--- src/rtl/serial_adder.sv ---
// Bit-serial adder: one full-adder slice is reused LSB-first across WIDTH clocks.
// A flip-flop carries between bits. Result and carry-out are registered with a one-cycle done pulse.

module fa (
    input  logic a,
    input  logic b,
    input  logic c,
    output logic sum,
    output logic carry
);
    assign sum   = a ^ b ^ c;
    assign carry = (a & b) | (c & (a ^ b));
endmodule

module serial_adder #(
    parameter int WIDTH = 8
) (
    input  logic             clk,
    input  logic             rst,
    input  logic             start,
    input  logic [WIDTH-1:0] a,
    input  logic [WIDTH-1:0] b,
    input  logic             cin,
    output logic             busy,
    output logic             done,
    output logic [WIDTH-1:0] sum,
    output logic             cout
);
    localparam int CW = $clog2(WIDTH + 1);
    localparam logic [1:0] IDLE  = 2'd0;
    localparam logic [1:0] SHIFT = 2'd1;
    localparam logic [1:0] DONE  = 2'd2;
    localparam logic [CW-1:0] LAST = CW'(WIDTH - 1);

    logic [1:0]       state_q, state_d;
    logic [WIDTH-1:0] a_sr_q, a_sr_d;
    logic [WIDTH-1:0] b_sr_q, b_sr_d;
    logic [WIDTH-1:0] sum_sr_q, sum_sr_d;
    logic             cy_q, cy_d;
    logic [CW-1:0]    cnt_q, cnt_d;
    logic [WIDTH-1:0] sum_q, sum_d;
    logic             cout_q, cout_d;
    logic             busy_q, busy_d;
    logic             done_q, done_d;
    logic             fa_sum_s;
    logic             fa_carry_s;

    fa u_fa (
        .a     (a_sr_q[0]),
        .b     (b_sr_q[0]),
        .c     (cy_q),
        .sum   (fa_sum_s),
        .carry (fa_carry_s)
    );

    // Next-state logic: capture on accepted start, shift one bit per cycle in SHIFT
    always_comb begin
        state_d  = state_q;
        a_sr_d   = a_sr_q;
        b_sr_d   = b_sr_q;
        sum_sr_d = sum_sr_q;
        cy_d     = cy_q;
        cnt_d    = cnt_q;
        sum_d    = sum_q;
        cout_d   = cout_q;
        case (state_q)
            IDLE, DONE: begin
                if (start) begin
                    a_sr_d  = a;
                    b_sr_d  = b;
                    cy_d    = cin;
                    cnt_d   = {CW{1'b0}};
                    state_d = SHIFT;
                end else begin
                    state_d = IDLE;
                end
            end
            SHIFT: begin
                sum_sr_d = WIDTH'({fa_sum_s, sum_sr_q} >> 1);
                a_sr_d   = a_sr_q >> 1;
                b_sr_d   = b_sr_q >> 1;
                cy_d     = fa_carry_s;
                cnt_d    = cnt_q + CW'(1);
                if (cnt_q == LAST) begin
                    sum_d   = sum_sr_d;
                    cout_d  = fa_carry_s;
                    state_d = DONE;
                end else begin
                    state_d = SHIFT;
                end
            end
            default: begin
                state_d = IDLE;
            end
        endcase
        busy_d = (state_d == SHIFT);
        done_d = (state_d == DONE);
    end

    // State and datapath registers; reset aborts any addition in flight
    always_ff @(posedge clk or posedge rst) begin
        if (rst) begin
            state_q  <= IDLE;
            a_sr_q   <= {WIDTH{1'b0}};
            b_sr_q   <= {WIDTH{1'b0}};
            sum_sr_q <= {WIDTH{1'b0}};
            cy_q     <= 1'b0;
            cnt_q    <= {CW{1'b0}};
            sum_q    <= {WIDTH{1'b0}};
            cout_q   <= 1'b0;
            busy_q   <= 1'b0;
            done_q   <= 1'b0;
        end else begin
            state_q  <= state_d;
            a_sr_q   <= a_sr_d;
            b_sr_q   <= b_sr_d;
            sum_sr_q <= sum_sr_d;
            cy_q     <= cy_d;
            cnt_q    <= cnt_d;
            sum_q    <= sum_d;
            cout_q   <= cout_d;
            busy_q   <= busy_d;
            done_q   <= done_d;
        end
    end

    assign busy = busy_q;
    assign done = done_q;
    assign sum  = sum_q;
    assign cout = cout_q;
endmodule

--- config.mk ---
export PLATFORM = sky130hd
export DESIGN_NAME = serial_adder
export DESIGN_NICKNAME = d
export VERILOG_FILES = /design/src/rtl/serial_adder.sv
export SDC_FILE = /design/constraint.sdc
export NUM_CORES = 1
export LEC_CHECK = 0
export CORE_AREA = 10 10 87 89
export CTS_CLUSTER_SIZE = 16
export DETAILED_ROUTE_END_ITERATION = 12
export DIE_AREA = 0 0 97 99
export GPL_TIMING_DRIVEN = 0
export PLACE_DENSITY = 0.55
export SYNTH_ARGS = -nofsm -noshare
export SYNTH_HDL_FRONTEND = slang
export SYNTH_SLANG_ARGS = --single-unit
--- constraint.sdc ---
create_clock -name clk -period 1.3 [get_ports clk]
set_input_delay 0.39 -clock clk [delete_from_list [all_inputs] [get_ports clk]]
set_output_delay 0.39 -clock clk [all_outputs]
set_load 0.005 [all_outputs]
==> flow_summary.yaml <==
place:
  place_congestion: 0.668
  dpl.hpwl_mm: 2.51
  port_buffers: 30
sta:
  slew_violations: 0
  setup_violations: 15
  totalNegativeSetupSlack_ns: -1.47
  finClkSkew_ns: 0.00409
  rsz0062_at_grt: "yes"
  tightest_slew_ns: 0.893
  finalHoldViolCount: 0
  setup_ws_ns: -0.142
  max_freq_mhz: 694
  whs_ns: 0.484
  relSlewSlack_pct: 40.4
  period_minus_slack_ns: 1.44
  period_share_pct: 111
final_layout:
  seq_area_um2: 1030
  multiInputGateArea_um2: 679
  nets: 197
  n_antenna_cell: 0
  drive_gt1_share_pct: 36.6
  area_growth_pct: 42.0
  fillers: 554
power:
  combPwrFrac_pct: 46.5
  pwr-share-clk_pct: 14.4
  swShare_pct: 31.3
  power_frac_seq_pct: 39.1
  power.leakage_nw: 1.20
  power_switching_mw: 1.80
  p_int_mw: 3.95
  powerDensity_nw_per_um2: 2390
  ir_worst_vdd_uv: 841
yosys:
  synth_cell_types: 21
  syn_inst: 117
  syn_avg_cell_area_um2: 14.5
  syn_nets: 139
  yosysMostFrequentCell: "dfrtp_1"
  synth_flop_cell: "dfrtp_1"
  yosys_warnings: 0
  yosys_register_bits: 41
  synth_edf_count: 0
  synth_area_leaders: "dfrtp_1 61%, a22o_1 9.8%, mux2_1 8.7%, a21o_1 6.7%, mux2_2 2.7%"
  synth_top_area_share_pct: 60.7
  synthArstFlopShare_pct: 100
  synth_seq_area_share_pct: 60.7
  yosys.area.top_type: "dfrtp_1"
  synth_area_um2: 1690
  synth_commonest_cells: "41 x dfrtp_1, 19 x a22o_1, 15 x a21o_1"
route:
  dr_total_vias: 1165
  drc: 0
  firstDrtPassIters: 4
  routed_wl_mm: 3.88
  wl_per_cell_um: 15.5
  first_iter_violations: 33
  ant_nets: 0
  via_per_inst: 4.66
worst_setup_path:
  crit_type: "flop to flop"
  worstSetupStartpointType: "flop"
  cp_cell_sequence: "and2b_4 -> nor3b_4 -> buf_6 -> mux2_4"
  cp.depth: 4
  cp.arrival_ns: 1.62
  crit_fanout: 5
  reg2reg_depth: 4
  cp-end-kind: "flop"
  cp_top_family: "simple AND/OR/NAND/NOR gates"
  worst_ep_required_time_ns: 1.48
  cp_num_buf_inv: 1
  max_stage_delay_ns: 0.36
  critPathSlowestCell: "dfrtp_1"
global_routing:
  groute.usage.overall_pct: 8.16
  gr-usage-met2_pct: 13.3
  grt_antenna_before_repair: 0
  use_met1_pct: 9.48
  grt_max_degree: 42
  grt_pass1_vias: 1297
  gr-usage-met3_pct: 3.63
  grt_overflow: 0
  grt-busiest-layer: "met2"
  grt_pass1_wl_mm: 6.44
floorplanning:
  initial_core_util_pct: 28.9
  core_um2: 5850
  ios: 31
  die_area_um2: 9600
  die_h_um: 99
  dieWidth_um: 97
  rows: 28
cts:
  cts-root-buf: "clkbuf_8"
  htreeDepth: 2
  path_clk_slew_ns: 0.07
  cts.sinks: 41
  clock_path_buffers: 2
  cts_buffers: 5
  worstSkewPairLatency_ns: 0.29
  cts_tree: "yes"
run_status:
  status: "finished with violations"
  failed_checks: "negative setup slack"
min_path:
  hold_path_depth: 1
  hold_class: "flop to flop"
flow_run:
  cap_violations: 0
-- worst register-to-register path, delay by kind of cell (launching register included) --
| family | cells | cell delay (ns) |
|---|---|---|
| DFF | 1 | 0.36 |
| muxes | 1 | 0.30 |
| and+or+nand+nor | 2 | 0.50 |
| buffers and inverters | 1 | 0.17 |
-- final timing paths --
kind                             from   endpoint  slack, ns
max                        state_q[1]     sum[5]      -0.14
min                         a_sr_q[6]  a_sr_q[6]       0.48
min in group asynchronous         rst       busy       0.62
min reg2reg                 a_sr_q[6]  a_sr_q[6]       0.48
max in group asynchronous         rst  b_sr_q[0]       0.19
max reg2reg                state_q[1]     sum[5]      -0.14
-- power by group through the flow --
stage / combinational [mW] / clock, mW / sequential, mW
after CTS: 2.57 / 0.851 / 2.23
after floorplan: 1.55 / 0 / 2.18
after global routing: 2.96 / 0.907 / 2.32
final: 2.67 / 0.828 / 2.25
after detailed placement: 2.21 / 0 / 2.27
after global placement: 2.15 / 0 / 2.23
-- state kept, by name (all words and copies together), names as in the netlist --
register / flops
b_sr_q: 8
cout: 1
busy: 1
state_q: 2
cy_q: 1
cnt_q: 4
a_sr_q: 8
sum_sr_q: 7
sum: 8
done: 1
-- routing by layer --
metal / vias up / wire [µm]
met3: 4 / 233
met1: 586 / 1750
met5: - / 0
met2: 29 / 1870
met4: 0 / 36
li1: 546 / -
-- layout by cell type, fill, tap and decap left out, types with 2 or more instances in the layout --
master           count
dfrtp_1             41
a22o_1              19
clkdlybuf4s50_1     18
buf_4               17
a21o_1              15
buf_6               10
mux2_4               9
clkbuf_2             9
clkbuf_8             6
mux2_1               4
mux2_2               4
nand2_1              3
mux2i_1              2
clkdlybuf4s15_1      2
-- timing repair --
action / 4_1_cts / 5_1_grt
gates cloned: 2 / 1
buffers inserted: 15 / 6
hold buffers: 0 / 0
gates resized for setup: 34 / 21
endpoints found under the setup margin: 48 / 32
pin swaps: 3 / 17
-- through the flow --
step / std cells / power [mW] / util, % / worst slack [ns] / instance area [µm²]
final: 250 / 5.74 / 41.1 / -0.142 / 2400
after detailed placement: 222 / 4.48 / 36.4 / -0.583 / 2130
after global placement: 222 / 4.38 / 36.4 / -0.584 / 2130
after floorplan: 117 / 3.73 / - / -0.0701 / 1740
after CTS: 246 / 5.65 / 40.7 / -0.170 / 2380
after global routing: 250 / 6.19 / 41.1 / -0.208 / 2400
-- cell families after synthesis --
family,synth area share (%)
AO/OA/AOI/OAI,16.8
adder cells (fa/ha/maj),1.92
buffers and inverters,3.33
flip-flops,60.7
multiplexers,12.5
AND/OR/NAND/NOR,4.81
-- layout make-up --
type                            instances  area share, %
Inverter                                1          0.313
Clock buffer                            7           3.59
Multi-Input combinational cell         68           28.3
Buffer                                  5           2.50
Tap cell                               75           3.91
Sequential cell                        41           42.7
Timing Repair Buffer                   53           18.7
No activity file was read; power rests on OpenSTA's default activity.
